===== src/rtl/hazard_stall_ctrl_if.sv =====
// hazard_stall_ctrl_if: pipeline-side hazard inputs and Freeze/Flush controls
interface hazard_stall_ctrl_if;
  logic       fwd_en;
  logic [4:0] Src1_ID;
  logic [4:0] Src2_ID;
  logic       two_src_ID;
  logic [4:0] Dst_EXE;
  logic       WB_EN_EXE;
  logic [1:0] MEM_CMD_EXE;
  logic [4:0] Dst_MEM;
  logic       WB_EN_MEM;
  logic [1:0] MEM_CMD_MEM;
  logic       cache_ready;
  logic       Br_taken;
  logic       Freeze_IF;
  logic       Flush_IF;
  logic       Flush_ID;
  logic       Freeze_pipe;
  modport master (
    output fwd_en, Src1_ID, Src2_ID, two_src_ID, Dst_EXE, WB_EN_EXE, MEM_CMD_EXE,
           Dst_MEM, WB_EN_MEM, MEM_CMD_MEM, cache_ready, Br_taken,
    input  Freeze_IF, Flush_IF, Flush_ID, Freeze_pipe
  );
  modport slave (
    input  fwd_en, Src1_ID, Src2_ID, two_src_ID, Dst_EXE, WB_EN_EXE, MEM_CMD_EXE,
           Dst_MEM, WB_EN_MEM, MEM_CMD_MEM, cache_ready, Br_taken,
    output Freeze_IF, Flush_IF, Flush_ID, Freeze_pipe
  );
endinterface


===== src/rtl/hazard_stall_ctrl.sv =====
// hazard_stall_ctrl: data/branch/cache-miss hazard detection driving pipeline freeze and flush
module hazard_stall_ctrl #(
  parameter int CNT_W   = 16,
  parameter int TIMEOUT = 255
) (
  input  logic             clk,
  input  logic             rst,
  hazard_stall_ctrl_if.slave bus,
  output logic [CNT_W-1:0] stall_cnt,
  output logic [CNT_W-1:0] miss_cnt,
  output logic             miss_timeout
);
  typedef enum logic {RUN, WAIT} state_t;
  localparam logic [CNT_W-1:0] LIMIT = CNT_W'(TIMEOUT - 1);
  state_t state, state_nxt;
  logic [CNT_W-1:0] wait_cnt, wait_nxt;
  logic hz_exe, hz_mem, hazard, busy, bubble, hold;
  function automatic logic match(input logic [4:0] s, input logic [4:0] d);
    return s == d && d != 5'd0;
  endfunction
  // hazard detection and prioritised freeze/flush; a cache freeze must never see a flush
  always_comb begin
    hz_exe = bus.WB_EN_EXE && (match(bus.Src1_ID, bus.Dst_EXE) || bus.two_src_ID && match(bus.Src2_ID, bus.Dst_EXE));
    hz_mem = bus.WB_EN_MEM && (match(bus.Src1_ID, bus.Dst_MEM) || bus.two_src_ID && match(bus.Src2_ID, bus.Dst_MEM));
    hazard = bus.fwd_en ? hz_exe && bus.MEM_CMD_EXE == 2'b01 : hz_exe || hz_mem;
    busy = bus.MEM_CMD_MEM != 2'b00 && !bus.cache_ready;
    bubble = !busy && !bus.Br_taken && hazard;
    bus.Freeze_pipe = rst && busy;
    bus.Freeze_IF = rst && (busy || bubble);
    bus.Flush_IF = rst && !busy && bus.Br_taken;
    bus.Flush_ID = rst && !busy && (bus.Br_taken || hazard);
  end
  // miss FSM next state; wait_cnt parks at TIMEOUT-1 while the miss persists
  always_comb begin
    state_nxt = state == RUN ? (busy ? WAIT : RUN) : (bus.cache_ready ? RUN : WAIT);
    hold = state == WAIT && !bus.cache_ready;
    wait_nxt = !hold ? '0 : wait_cnt == LIMIT ? wait_cnt : wait_cnt + 1'b1;
  end
  // state, sticky timeout and saturating performance counters
  always_ff @(posedge clk or negedge rst) begin
    if (!rst) begin
      state <= RUN;
      wait_cnt <= '0;
      miss_timeout <= 1'b0;
      stall_cnt <= '0;
      miss_cnt <= '0;
    end else begin
      state <= state_nxt;
      wait_cnt <= wait_nxt;
      miss_timeout <= miss_timeout || state_nxt == WAIT && wait_nxt == LIMIT;
      stall_cnt <= bubble && !(&stall_cnt) ? stall_cnt + 1'b1 : stall_cnt;
      miss_cnt <= busy && !(&miss_cnt) ? miss_cnt + 1'b1 : miss_cnt;
    end
  end
endmodule


===== src/flat_wrapper.sv =====
// flat-port wrapper written by rule: the top's interface ports become plain ports
module hazard_stall_ctrl_flat 
#(
  parameter int CNT_W   = 16,
  parameter int TIMEOUT = 255
)
  (clk, rst, stall_cnt, miss_cnt, miss_timeout, bus_fwd_en, bus_Src1_ID, bus_Src2_ID, bus_two_src_ID, bus_Dst_EXE, bus_WB_EN_EXE, bus_MEM_CMD_EXE, bus_Dst_MEM, bus_WB_EN_MEM, bus_MEM_CMD_MEM, bus_cache_ready, bus_Br_taken, bus_Freeze_IF, bus_Flush_IF, bus_Flush_ID, bus_Freeze_pipe);
  hazard_stall_ctrl_if bus_i ();
  input  logic clk;
  input  logic rst;
  output logic [CNT_W-1:0] stall_cnt;
  output logic [CNT_W-1:0] miss_cnt;
  output logic miss_timeout;
  input wire logic [$bits(bus_i.fwd_en)-1:0] bus_fwd_en;
  input wire logic [$bits(bus_i.Src1_ID)-1:0] bus_Src1_ID;
  input wire logic [$bits(bus_i.Src2_ID)-1:0] bus_Src2_ID;
  input wire logic [$bits(bus_i.two_src_ID)-1:0] bus_two_src_ID;
  input wire logic [$bits(bus_i.Dst_EXE)-1:0] bus_Dst_EXE;
  input wire logic [$bits(bus_i.WB_EN_EXE)-1:0] bus_WB_EN_EXE;
  input wire logic [$bits(bus_i.MEM_CMD_EXE)-1:0] bus_MEM_CMD_EXE;
  input wire logic [$bits(bus_i.Dst_MEM)-1:0] bus_Dst_MEM;
  input wire logic [$bits(bus_i.WB_EN_MEM)-1:0] bus_WB_EN_MEM;
  input wire logic [$bits(bus_i.MEM_CMD_MEM)-1:0] bus_MEM_CMD_MEM;
  input wire logic [$bits(bus_i.cache_ready)-1:0] bus_cache_ready;
  input wire logic [$bits(bus_i.Br_taken)-1:0] bus_Br_taken;
  output wire logic [$bits(bus_i.Freeze_IF)-1:0] bus_Freeze_IF;
  output wire logic [$bits(bus_i.Flush_IF)-1:0] bus_Flush_IF;
  output wire logic [$bits(bus_i.Flush_ID)-1:0] bus_Flush_ID;
  output wire logic [$bits(bus_i.Freeze_pipe)-1:0] bus_Freeze_pipe;
  assign bus_i.fwd_en = bus_fwd_en;
  assign bus_i.Src1_ID = bus_Src1_ID;
  assign bus_i.Src2_ID = bus_Src2_ID;
  assign bus_i.two_src_ID = bus_two_src_ID;
  assign bus_i.Dst_EXE = bus_Dst_EXE;
  assign bus_i.WB_EN_EXE = bus_WB_EN_EXE;
  assign bus_i.MEM_CMD_EXE = bus_MEM_CMD_EXE;
  assign bus_i.Dst_MEM = bus_Dst_MEM;
  assign bus_i.WB_EN_MEM = bus_WB_EN_MEM;
  assign bus_i.MEM_CMD_MEM = bus_MEM_CMD_MEM;
  assign bus_i.cache_ready = bus_cache_ready;
  assign bus_i.Br_taken = bus_Br_taken;
  assign bus_Freeze_IF = bus_i.Freeze_IF;
  assign bus_Flush_IF = bus_i.Flush_IF;
  assign bus_Flush_ID = bus_i.Flush_ID;
  assign bus_Freeze_pipe = bus_i.Freeze_pipe;
  hazard_stall_ctrl #(.CNT_W(CNT_W), .TIMEOUT(TIMEOUT)) u_core (.clk(clk), .rst(rst), .bus(bus_i), .stall_cnt(stall_cnt), .miss_cnt(miss_cnt), .miss_timeout(miss_timeout));
endmodule

===== config.mk =====
export PLATFORM = sky130hd
export DESIGN_NAME = hazard_stall_ctrl_flat
export DESIGN_NICKNAME = d
export VERILOG_FILES = /design/src/rtl/hazard_stall_ctrl_if.sv /design/src/rtl/hazard_stall_ctrl.sv /design/src/flat_wrapper.sv
export SDC_FILE = /design/constraint.sdc
export NUM_CORES = 1
export LEC_CHECK = 0
export BUFFER_PORTS_ARGS = -buffer_cell sky130_fd_sc_hd__buf_4
export CAP_MARGIN = 20
export CORE_MARGIN = 5
export CORE_UTILIZATION = 39
export CTS_CLUSTER_SIZE = 24
export DETAILED_ROUTE_END_ITERATION = 8
export SYNTH_ARGS = -nofsm -noshare
export SYNTH_HDL_FRONTEND = slang
export SYNTH_SLANG_ARGS = --single-unit

===== constraint.sdc =====
create_clock -name clk -period 1.87 [get_ports clk]
set_input_delay 0.0935 -clock clk [delete_from_list [all_inputs] [get_ports clk]]
set_output_delay 0.0935 -clock clk [all_outputs]
set_load 0.02 [all_outputs]

==> impl_summary.md, run 1 <==
Clock network
The H-tree was split into 2 levels. After clock tree synthesis, the clock-pin slew on the worst setup and hold paths is 0.09 ns. The clock passes through at most 2 buffers. Clock tree synthesis selected as its root buffer the cell sky130_fd_sc_hd__clkbuf_8. The CTS tree is built. Buffers inserted during clock tree synthesis total 5. The worst-skew pair later-pin latency is about 0.30 ns. The total clock sinks is 50.

Yosys
The portion of synthesized cell area occupied by the leading cell type is a little over two fifths. After synthesis, the mean cell area works out to between 9 and 10 um2. The most used flip-flop cell after synthesis is sky130_fd_sc_hd__dfrtp_1.

Sequential elements use 43.8% of the synthesized area. Synthesis produced around 290 cells. The number of enable-type register cells in the synthesized netlist is 0. For this run, the number of Yosys warnings is 0.

Sorting the synthesized cells by area gives the leading types as sky130_fd_sc_hd__dfrtp_1 (44%), sky130_fd_sc_hd__xnor2_1 (12%), sky130_fd_sc_hd__xor2_1 (8.0%). The biggest area contributor in the post-synthesis netlist is sky130_fd_sc_hd__dfrtp_1. When the netlist entered floorplanning its net count stood at around 320. Synthesis inferred 50 register bits.

Synthesis instantiated 47 different standard cells from the library. The mapped cell area is approximately 0.0029 mm2. For this run, asynchronously set or reset flops after synthesis account for between 90% and 100%.

Pwr
The leakage power is 2.01 nW. The ratio of total power to cell area is around 650 mW/mm2. The worst supply voltage drop on vdd is 0.000580 V.

Worst hold path
The worst hold path begins at bus_cache_ready. The worst hold path belongs to the class input port to flop.

Floorplan
The floorplan has 31 rows. The floorplan step set the die width to roughly 96 um. The chip height is between 90 and 100 um. The initial utilization of the core area, before any placement, comes to around two fifths. The overall die area is a little over 0.009 mm2.

The area of the placeable core is 0.00718 mm2. The count of boundary I/O pins is 69.

Finish
The final design instance area without fill is between 0.004 and 0.005 mm2. Relative to the synthesized area, the layout overhead comes to 43.6%. The layout filler cell count is approximately 660. The number of antenna diodes in the final layout is 0. The final layout contains around 440 nets. The count of cells in the finished layout, fillers not included, comes to 508. The share of layout cells above drive strength 1 is 39.6%.

Routing
The first detailed-routing pass took 4 iterations. The via count of the routed design is between 2000 and 3000. In the final routed layout, each cell accounts on average for approximately 14 um. The count of antenna-violating nets left after detailed routing is 0. Wires add up to a little over 7000 um. The per-cell via count in the routed design is 4.96. In the routed design, unresolved DRC markers number 0. The number of design-rule violations left by the first detailed-router iteration is 47.

STA
The count of endpoints failing setup in the final report is 1. Dividing the final minimum period by the clock period gives 100%. Between clock sinks in the finished design, the worst skew comes to around 0.008 ns. The achievable clock frequency is about 530 MHz. The hold violation count in the final report was 0. The transition at the pin with the smallest max-transition slack is 0.394 ns. The worst setup margin is -0.00635 ns. Setup repair after global routing could not meet its margin everywhere. The count of final max-slew check failures is 0.

The headroom to the max-slew limit is about 74%. The minimum period implied by the final worst setup slack is ~1.9 ns.

Critical path
Traced cell by cell, the critical path runs through buf_4 > ha_2 > nor4b_4 > nand4b_1 > buf_4 > and3_4 > o21ai_2 > nor4b_2 > a41o_1. Grouping stages by cell kind, the critical path spends the most delay in simple AND/OR/NAND/NOR gates. The reg-to-reg critical path startpoint is u_core.wait_cnt[1]. At the worst endpoint, the arrival time is roughly 2.1 ns. The cell with the biggest individual delay on the critical path is sky130_fd_sc_hd__dfrtp_1.

The largest stage delay on the critical path is roughly 0.4 ns. The startpoint type of the worst setup path is a flop. The maximum fanout encountered on the critical timing path is 4. The required time reported for the critical path endpoint is ~2.1 ns.

Tracing the worst setup path back leads to its startpoint at u_core.wait_cnt[1]. The worst setup path is of the flop to flop kind. The count of buffering cells on the critical path with inverters included is 2. STA classifies the critical path endpoint as a flop. The cell repeated most along the worst path is sky130_fd_sc_hd__buf_4.

GRT
Global routing used about 16% of the available tracks. Entering global routing, the biggest net connects 33 pins. The first-pass GRT wire length is about 11000 um. The final global-route overflow total is 0. The number of antenna violations at the first check in global routing came to 0. The via count of the first global-routing pass is between 2000 and 3000.

Run
Across the run, the number of max-cap violations was 0.

Place
The area of placed instances is around 0.0038 mm2. Buffers placed on the I/O ports in this run total 68. The HPWL after detailed placement is about 5500 um.

After detailed placement, the design holds a cell count of around 490. The final weighted congestion in routability-driven placement is 0.884. At the placement stage, the worst setup path has a slack of -0.0770 ns.

Run status
The flow ran to the end, but the final reports show violations. The checks that failed: setup timing.
-- metrics by stage --
stage / TNS, ns / total power (W) / util, % / hold WS (ns)
final: -0.00635 / 0.00265 / 57.2 / 0.114
after detailed placement: -0.299 / 0.00197 / 52.6 / 0.0537
after global placement: -0.0474 / 0.00195 / 52.6 / 0.0514
after floorplan: -0.0288 / 0.00160 / - / -0.202
after CTS: 0 / 0.00267 / 54.9 / 0.117
after global routing: -0.103 / 0.00280 / 57.2 / 0.130
-- registers in the layout (all words and copies together), names as in the netlist --
name                 flops
u_core.miss_cnt         16
u_core.miss_timeout      1
u_core.stall_cnt        16
u_core.state             1
u_core.wait_cnt         16
-- worst register-to-register path, cell delays in order, from the launching register on --
cell and delay, ns:
sky130_fd_sc_hd__dfrtp_1 0.40, sky130_fd_sc_hd__buf_4 0.13, sky130_fd_sc_hd__ha_2 0.16, sky130_fd_sc_hd__nor4b_4 0.12, sky130_fd_sc_hd__nand4b_1 0.13, sky130_fd_sc_hd__buf_4 0.16, sky130_fd_sc_hd__and3_4 0.19, sky130_fd_sc_hd__o21ai_2 0.07
sky130_fd_sc_hd__nor4b_2 0.29, sky130_fd_sc_hd__a41o_1 0.18
-- logic make-up (layout without fill, tap and decap cells) --
group	Yosys count	count (layout)	synth area share [%]
xor gates and xnor gates	65	65	19.9
AOI/OAI and AO/OA	18	18	5.26
adders and majority gates	4	4	1.75
buffers and inverters	18	139	2.76
and+or+nand+nor	131	131	25.7
DFF	50	50	43.8
muxes	2	2	0.788
-- layout by cell type, fill, tap and decap left out, types with 2 or more instances in the layout --
cell type                  Yosys  layout
sky130_fd_sc_hd__nor2_2        1       3
sky130_fd_sc_hd__nand4_1      12      12
sky130_fd_sc_hd__nand3_2       0       2
sky130_fd_sc_hd__ha_1          4       2
sky130_fd_sc_hd__a21oi_1       2       2
sky130_fd_sc_hd__nand2_1      21      20
sky130_fd_sc_hd__clkbuf_8      0       7
sky130_fd_sc_hd__nor2_1       26      24
sky130_fd_sc_hd__and2_1        4       4
sky130_fd_sc_hd__xor2_1       26      26
sky130_fd_sc_hd__and3_1        7       6
sky130_fd_sc_hd__buf_4         0     120
sky130_fd_sc_hd__nand3_1      17      15
sky130_fd_sc_hd__nand2b_4      0       2
sky130_fd_sc_hd__dfrtp_1      50      47
sky130_fd_sc_hd__and4_1        5       4
sky130_fd_sc_hd__o22ai_1       2       2
sky130_fd_sc_hd__nor3_4        0       2
sky130_fd_sc_hd__or4_1         4       3
sky130_fd_sc_hd__nor3_2        3       2
sky130_fd_sc_hd__inv_1         8       8
sky130_fd_sc_hd__nor3_1        6       5
sky130_fd_sc_hd__nor4_1        9       9
sky130_fd_sc_hd__nor2b_1       3       3
sky130_fd_sc_hd__xnor2_1      39      39
sky130_fd_sc_hd__dfrtp_2       0       3
-- report_power, final --
| part | leakage [nW] | internal [W] | switching [W] |
|---|---|---|---|
| sequential | 0.678 | 0.00117 | 0.0000712 |
| combinational | 1.27 | 0.000357 | 0.000362 |
| clock | 0.0544 | 0.000339 | 0.000354 |
-- final timing paths --
check                                        to  slack, ns  depth (start not counted)
max reg2reg                 u_core.miss_timeout     -0.006                          9
min                         u_core.wait_cnt[12]       0.11                          4
max in group asynchronous  u_core.stall_cnt[12]       0.97                          3
min reg2reg                u_core.stall_cnt[10]       0.48                          1
min in group asynchronous    u_core.wait_cnt[1]       0.26                          2
max                         u_core.miss_timeout     -0.006                          9
-- cell type report --
cell class	count	area, um2	share of cell area [%]
clock inverters	1	8.76	0.214
inverters	8	30.0	0.732
clock buffers	7	96.3	2.35
multi-input cells	220	1650	40.2
repair buffers	123	937	22.8
flip-flops and latches	50	1250	30.6
well taps	99	124	3.02
-- per-layer routing --
layer | routed length (um) | vias to the layer above | GRT usage, %
met5 | 0 | - | 0
li1 | - | 1248 | -
met3 | 315 | 6 | 3.24
met4 | 75 | 0 | 4.38
met1 | 3180 | 1199 | 20.6
met2 | 3650 | 69 | 26.1
-- synth_stat cells, types with 2 or more instances --
cell	instances
sky130_fd_sc_hd__nand3_1	17
sky130_fd_sc_hd__a41oi_1	2
sky130_fd_sc_hd__nand2b_1	3
sky130_fd_sc_hd__nor4b_1	3
sky130_fd_sc_hd__and3_1	7
sky130_fd_sc_hd__dfrtp_1	50
sky130_fd_sc_hd__and2_1	4
sky130_fd_sc_hd__inv_1	8
sky130_fd_sc_hd__o22ai_1	2
sky130_fd_sc_hd__ha_1	4
sky130_fd_sc_hd__nor2_1	26
sky130_fd_sc_hd__buf_2	3
sky130_fd_sc_hd__nand4_1	12
sky130_fd_sc_hd__nor2b_1	3
sky130_fd_sc_hd__xor2_1	26
sky130_fd_sc_hd__or4_1	4
sky130_fd_sc_hd__and4_1	5
sky130_fd_sc_hd__nor3_2	3
sky130_fd_sc_hd__o21ai_0	2
sky130_fd_sc_hd__a21oi_1	2
sky130_fd_sc_hd__clkbuf_1	5
sky130_fd_sc_hd__nor4_1	9
sky130_fd_sc_hd__nor3_1	6
sky130_fd_sc_hd__nand2_1	21
sky130_fd_sc_hd__xnor2_1	39
-- what timing repair did --
item	CTS	global route
hold endpoints to repair	27	0
cloned	0	0
endpoints found under the setup margin	11	8
gates resized for setup	4	23
hold buffers	1	0
pin swaps	1	8
buffers inserted	3	8
Power figures use the tool's default switching activity.
==> run 2: changes to the inputs <==
CORE_ASPECT_RATIO = 2   (was default)
==> impl_summary.md, run 2 (synthesized netlist as in run 1, its figures left out) <==
Run status
The flow ran to the end, but the final reports show violations. The final reports fail on setup timing.

Clock network
The clock edge transition at the registers on the reported setup and hold paths is 0.06 ns (-0.03 ns). The CTS H-tree depth was 2 (unchanged). The total clock sinks came to 50 (unchanged). The root buffer selected by CTS is sky130_fd_sc_hd__clkbuf_16. The number of buffers created by CTS is 5 (unchanged). The clock tree buffer depth is 2 (unchanged). The worst-skew pair later-pin latency was 0.29 ns (about the same). The CTS tree is built.

Routing
The number of remaining DRC errors is 0 (unchanged). The mean routed wirelength per cell came to 15.6 um (+10%). The per-cell via count in the routed design is 5.17 (+4.2%). The total iterations of the first detailed-routing run came to 4 (unchanged).

The final wirelength came to 8050 um (+12%). The count of antenna-violating nets left after detailed routing is 0 (unchanged). The number of design-rule violations left by the first detailed-router iteration is 102 (+120%).

The via count of the routed design is 2663 (+5.6%).

Critical path
The arrival time reported for the critical path endpoint came to 2.17 ns (+0.05 ns). The required time reported for the critical path endpoint is 2.10 ns (-0.02 ns). The largest stage delay on the critical path is 0.38 ns (-0.02 ns). The reg-to-reg critical path startpoint is u_core.wait_cnt[0]. The slack of the worst reg-to-reg path came to -0.07 ns (-0.06 ns). The end of the worst register-to-register path is u_core.miss_timeout. Among all stages on the critical path, the largest delay is contributed by sky130_fd_sc_hd__dfrtp_1. The maximum fanout encountered on the critical timing path is 5 (+1). The critical path in this run is classified as flop to flop. Traced cell by cell, the critical path runs through inv_1 > ha_2 > nor4b_4 > nand4b_1 > nor3b_4 > xnor2_2 > nor4b_2 > a41o_1. The kind of end point of the critical path is a flop. The worst setup path is launched from a flop. The number of cells on the worst reg-to-reg path is 8 (-1).

Finish
In the layout the commonest cells are sky130_fd_sc_hd__buf_4 (130), sky130_fd_sc_hd__dfrtp_1 (47), sky130_fd_sc_hd__xnor2_1 (37). The number of nets at the end of the flow is 458 (+3.2%). Leaving out fill and tap cells, the most frequent cell in the layout is sky130_fd_sc_hd__buf_4. The largest registers in the layout are u_core.miss_cnt: 16 flops, u_core.stall_cnt: 16 flops, u_core.wait_cnt: 16 flops. The layout filler cell count was 632 (-3.5%). The storage element area came to 0.00125 mm2 (unchanged).

The combined area of the multi-input logic cells came to 0.00173 mm2 (+5.1%). The share of layout cells above drive strength 1 is 44.0% (+4.4 points). The area added between synthesis and finish is 52.7%. The number of standard cells in the final layout excluding fillers is 515 (+1.4%). The number of antenna repair diodes was 0 (unchanged).

GRT
The number of antenna violations at the first check in global routing is 0 (unchanged). The final global-route overflow total came to 0 (unchanged). The first-pass GRT wire length is 12800 um (+12%).

The via count of the first global-routing pass is 2810 (+12%). The layer flagged by global routing as most heavily used is met2. The met3 demand-to-capacity share in global routing is 2.76% (-0.48 points). The overall fraction of global-route tracks in use is 17.7% (+2.0 points). The met2 demand-to-capacity share in global routing is 34.5% (+8.4 points). The largest net degree at the start of global routing is 29 (-12%). The routing usage on met1 is 17.1% (-3.5 points).

Pwr
The total power draw came to 0.00299 W (+13%). The register share of total power is 41.5% (-5.3 points). The proportion of power drawn by combinational gates is 25.5% (-1.6 points). The reported net switching power is 0.000832 W (+5.7%).

The cell internal power dissipation came to 0.00215 W (+15%). The worst supply voltage drop on vdd is 0.000443 V (-24%). The leakage power was 2.12 nW (+5.6%).

The clock network fraction of design power is 33.1% (+7.0 points). The ratio of total power to cell area is 685 mW/mm2 (+5.8%). The switching portion of total power was 27.9% (-1.8 points).

Floorplan
The overall die area came to 0.00924 mm2 (+1.1%). The area of the placeable core came to 0.00721 mm2 (+0.51%). The starting density of the core is 39.6% (-0.20 points). The count of boundary I/O pins is 69 (unchanged). The chip height is 131 um (+37%). The x dimension of the die is 70.5 um (-26%). The number of placement rows is 44 (+42%).

STA
The minimum period implied by the final worst setup slack is 1.94 ns (+0.0600 ns). The transition at the pin with the smallest max-transition slack is 0.371 ns (-0.0225 ns). The hold violation count in the final report is 0 (unchanged).

The achievable clock frequency is 516 MHz (-3.1%). The total negative slack came to -0.112 ns (-0.106 ns). The count of endpoints failing setup in the final report is 2 (+1).

The worst setup skew after layout is 0.00484 ns (-0.00318 ns). The headroom to the max-slew limit is 75.2% (+1.5 points). The fraction of the cycle the final worst path needs is 104% (+3.2 points).

Setup repair after global routing could not meet its margin everywhere. The worst setup margin was -0.0663 ns (-0.0600 ns). The count of final max-slew check failures is 0 (unchanged).

Place
The final weighted congestion in routability-driven placement was 0.855 (-3.3%). The detailed placement HPWL is 6160 um (+13%). The number of buffers inserted by port buffering is 68 (unchanged). The count of placed standard cells including taps is 497 (+1.8%).

Worst hold path
The min-delay analysis places its worst path in the category input port to flop. The number of cells traversed by the worst hold path is 4 (unchanged). The path with the worst hold slack has its endpoint at u_core.wait_cnt[12]. In this run the most critical hold path is launched from bus_cache_ready.

Run
The max capacitance violation total was 0 (unchanged).
-- run 2: layout make-up --
type,count,area share [%]
sequential,50,28.8
multi-input combinational,220,39.7
tap,92,2.64
inverter,8,0.688
timing repair buffer,137,24.3
clock buffer,8,3.81
-- run 2: worst max-delay path: cells and delay by family, from the launching register on --
kind                       cells  cell delay (ns)
DFF                            1             0.38
buffers and inverters          1             0.06
and+or+nand+nor                4             0.92
AOI/OAI and AO/OA              1             0.20
xor gates and xnor gates       1             0.16
adders and majority gates      1             0.16
-- run 2: repair_timing --
| action | in CTS | in global routing |
|---|---|---|
| hold buffers | 1 | 0 |
| hold endpoints to repair | 22 | 0 |
| resized for setup | 10 | 32 |
| setup buffers | 6 | 6 |
| setup endpoints to repair | 2 | 23 |
| pin swaps | 5 | 18 |
-- run 2: worst max path at each step --
stage	depth (start not counted)	to	start	slack (ns)
2_1_floorplan	5	u_core.stall_cnt[1]	u_core.stall_cnt[3]	-0.01
3_3_place_gp	10	u_core.miss_timeout	u_core.wait_cnt[0]	-0.13
3_5_place_dp	10	u_core.miss_timeout	u_core.wait_cnt[0]	-0.19
4_1_cts	8	u_core.miss_timeout	u_core.wait_cnt[0]	-0.05
5_1_grt	8	u_core.miss_timeout	u_core.wait_cnt[0]	-0.23
6_report	8	u_core.miss_timeout	u_core.wait_cnt[0]	-0.07
-- run 2: per-layer routing --
metal  share of wire, %  routed length [um]
met5                  0                   0
met4                3.9                 316
met3                4.1                 329
met2                 58                4670
met1                 34                2730
-- run 2: power groups by stage --
stage	Combinational [W]	Clock, W	Sequential (W)
after floorplan	0.000213	0	0.00138
after global placement	0.000746	0	0.00125
after detailed placement	0.000753	0	0.00126
after CTS	0.000762	0.00102	0.00124
after global routing	0.000836	0.00105	0.00125
final	0.000761	0.000987	0.00124
-- run 2: stage by stage --
step | cell area [um2] | worst slack (ns) | utilization (%) | hold WS [ns]
after floorplan | 2870 | -0.00993 | - | -0.202
final | 4360 | -0.0663 | 60.5 | 0.125
after CTS | 4170 | -0.0456 | 57.8 | 0.118
after global routing | 4360 | -0.226 | 60.5 | 0.140
after detailed placement | 3900 | -0.188 | 54.1 | 0.0285
after global placement | 3900 | -0.131 | 54.1 | 0.0280
==> run 3: changes to the inputs <==
RECOVER_POWER = 50   (was default)
==> impl_summary.md, run 3 (synthesized netlist as in run 1, its figures left out) <==
Clock network
The total clock sinks was 50 (unchanged). The number of buffers created by CTS is 5 (unchanged). The CTS H-tree depth is 2 (unchanged). The cell sitting at the root of the clock tree is a sky130_fd_sc_hd__clkbuf_16. The clock tree buffer depth is 2 (unchanged).

The CTS tree is built. The clock edge transition at the registers on the reported setup and hold paths is 0.06 ns (about the same). The worst-skew pair later-pin latency is 0.29 ns (about the same).

STA
The fraction of the cycle the final worst path needs is 104% (+0.64 points). The count of final max-slew check failures is 0 (unchanged). The total negative slack is -0.148 ns (-0.0363 ns).

The worst setup skew after layout came to 0.00470 ns (-0.000139 ns). The transition at the pin with the smallest max-transition slack is 0.806 ns (+0.434 ns). Setup repair after global routing could not meet its margin everywhere. The headroom to the max-slew limit is 46.3% (-29 points). The worst setup margin is -0.0782 ns (-0.0119 ns).

The achievable clock frequency came to 513 MHz (-0.61%). The hold violation count in the final report is 0 (unchanged). The count of endpoints failing setup in the final report came to 2 (unchanged).

The smallest hold slack is 0.128 ns (+0.00230 ns). The minimum period implied by the final worst setup slack is 1.95 ns (+0.0119 ns).

GRT
The final global-route overflow total came to 0 (unchanged). The via count of the first global-routing pass is 2810 (unchanged). The largest net degree at the start of global routing was 29 (unchanged). The number of antenna violations at the first check in global routing is 0 (unchanged). The first-pass GRT wire length came to 12800 um (unchanged). The overall fraction of global-route tracks in use is 17.7% (unchanged).

Floorplan
The area of the placeable core came to 0.00721 mm2 (unchanged). The starting density of the core is 39.6% (unchanged). The overall die area is 0.00924 mm2 (unchanged). The chip height is 131 um (unchanged). The number of placement rows is 44 (unchanged). The count of boundary I/O pins is 69 (unchanged). The x dimension of the die is 70.5 um (unchanged).

Pwr
The worst supply voltage drop on vdd is 0.000442 V (-0.21%). The reported net switching power is 0.000831 W (-0.21%). The switching portion of total power is 28.0% (+0.19 points). The clock network fraction of design power is 33.3% (+0.2 points). The leakage power is 2.03 nW (-4.2%).

The proportion of power drawn by combinational gates is 24.9% (-0.6 points). The cell internal power dissipation is 0.00213 W (-1.1%). The ratio of total power to cell area is 692 mW/mm2 (+1.0%). The register share of total power is 41.8% (+0.3 points).

Finish
In the final layout, the registers with the most flip-flops are u_core.miss_cnt: 16 flops, u_core.stall_cnt: 16 flops, u_core.wait_cnt: 16 flops. Leaving out fill and tap cells, the most frequent cell in the layout is sky130_fd_sc_hd__buf_4. The number of antenna repair diodes is 0 (unchanged). The layout filler cell count is 652 (+3.2%). In the layout the commonest cells are sky130_fd_sc_hd__buf_4 (108), sky130_fd_sc_hd__dfrtp_1 (47), sky130_fd_sc_hd__xnor2_1 (37). The share of layout cells above drive strength 1 is 39.0% (-5.0 points). The number of nets at the end of the flow was 458 (unchanged).

The fraction of the core area covered by cells at the end of the flow was 59.4% (-1.1 points). The area added between synthesis and finish is 49.9%.

Place
The final weighted congestion in routability-driven placement is 0.855 (unchanged). The detailed placement HPWL is 6160 um (unchanged). The number of buffers inserted by port buffering is 68 (unchanged). The worst setup slack before clock tree synthesis was -0.188 ns (unchanged).

Critical path
The maximum fanout encountered on the critical timing path is 5 (unchanged). The end of the worst register-to-register path is u_core.wait_cnt[5]. The number of cells on the worst reg-to-reg path is 10 (+2). The kind of end point of the critical path is a flop. The reg-to-reg critical path startpoint is u_core.wait_cnt[0].

The critical path is of the flop to flop type. The required time reported for the critical path endpoint is 2.02 ns (-0.08 ns). The startpoint type of the worst setup path is a flop.

The slack of the worst reg-to-reg path came to -0.08 ns (about the same). The arrival time reported for the critical path endpoint is 2.10 ns (-0.07 ns).

Routing
The via count of the routed design is 2666 (+0.11%). The count of antenna-violating nets left after detailed routing is 0 (unchanged). The final wirelength is 8090 um (+0.48%). The per-cell via count in the routed design is 5.18 (+0.11%). The mean routed wirelength per cell is 15.7 um (+0.48%).

The number of design-rule violations left by the first detailed-router iteration was 109 (+6.9%). The number of remaining DRC errors came to 0 (unchanged). The total iterations of the first detailed-routing run is 4 (unchanged).

Worst hold path
In this run the most critical hold path is launched from bus_cache_ready. The worst min-delay path endpoint is u_core.wait_cnt[12]. The number of cells traversed by the worst hold path is 4 (unchanged). The class of the most critical hold timing path is input port to flop.

Run status
The run finished, with violations left. The final reports fail on setup timing.

Run
The max capacitance violation total is 0 (unchanged).
run 3: critical path: stages, from the launching register on:
cell	delay [ns]
sky130_fd_sc_hd__dfrtp_1	0.38
sky130_fd_sc_hd__inv_1	0.06
sky130_fd_sc_hd__ha_2	0.16
sky130_fd_sc_hd__nor4b_4	0.18
sky130_fd_sc_hd__nand4b_1	0.24
sky130_fd_sc_hd__nor3b_4	0.24
sky130_fd_sc_hd__xnor2_2	0.20
sky130_fd_sc_hd__buf_4	0.15
sky130_fd_sc_hd__buf_6	0.09
sky130_fd_sc_hd__buf_6	0.08
sky130_fd_sc_hd__nor2_2	0.02
run 3: layout make-up:
| class | instances | area, um2 | share of cell area, % |
|---|---|---|---|
| Clock buffer | 8 | 166 | 3.89 |
| Timing Repair Buffer | 137 | 981 | 22.9 |
| Inverter | 8 | 30.0 | 0.701 |
| Sequential cell | 50 | 1250 | 29.3 |
| Multi-Input combinational cell | 220 | 1730 | 40.5 |
| Tap cell | 92 | 115 | 2.69 |
run 3: power by group through the flow:
stage	combinational (W)	clock, W	sequential (W)
floorplan	0.000213	0	0.00138
global placement	0.000746	0	0.00125
detailed placement	0.000753	0	0.00126
CTS	0.000762	0.00102	0.00124
global route	0.000812	0.00105	0.00125
finish	0.000737	0.000986	0.00124
run 3: how the worst max path moves through the flow:
stage | slack [ns] | from | depth (start not counted) | endpoint
6_report | -0.08 | u_core.wait_cnt[0] | 10 | u_core.wait_cnt[5]
5_1_grt | -0.23 | u_core.wait_cnt[0] | 8 | u_core.miss_timeout
4_1_cts | -0.05 | u_core.wait_cnt[0] | 8 | u_core.miss_timeout
3_5_place_dp | -0.19 | u_core.wait_cnt[0] | 10 | u_core.miss_timeout
3_3_place_gp | -0.13 | u_core.wait_cnt[0] | 10 | u_core.miss_timeout
2_1_floorplan | -0.01 | u_core.stall_cnt[3] | 5 | u_core.stall_cnt[1]
run 3: metrics by stage:
| step | instance area [um2] | power [W] | cells |
|---|---|---|---|
| final | 4280 | 0.00296 | 515 |
| after CTS | 4170 | 0.00302 | 511 |
| after global placement | 3900 | 0.00200 | 497 |
| after global routing | 4280 | 0.00311 | 515 |
| after floorplan | 2870 | 0.00160 | 288 |
| after detailed placement | 3900 | 0.00201 | 497 |
run 3: what timing repair did:
item | CTS | global route
endpoints found under the hold margin | 22 | 0
buffers inserted | 6 | 6
hold buffers | 1 | 0
pin swaps | 5 | 18
endpoints found under the setup margin | 2 | 23
resized for setup | 10 | 32
run 3: metal layers:
| metal | vias to the layer above | part of all wire (%) | GRT usage (%) |
|---|---|---|---|
| li1 | 1278 | - | - |
| met5 | - | 0 | 0 |
| met1 | 1284 | 34 | 17.1 |
| met3 | 25 | 4.1 | 2.76 |
| met4 | 0 | 4.1 | 10.4 |
| met2 | 79 | 58 | 34.5 |
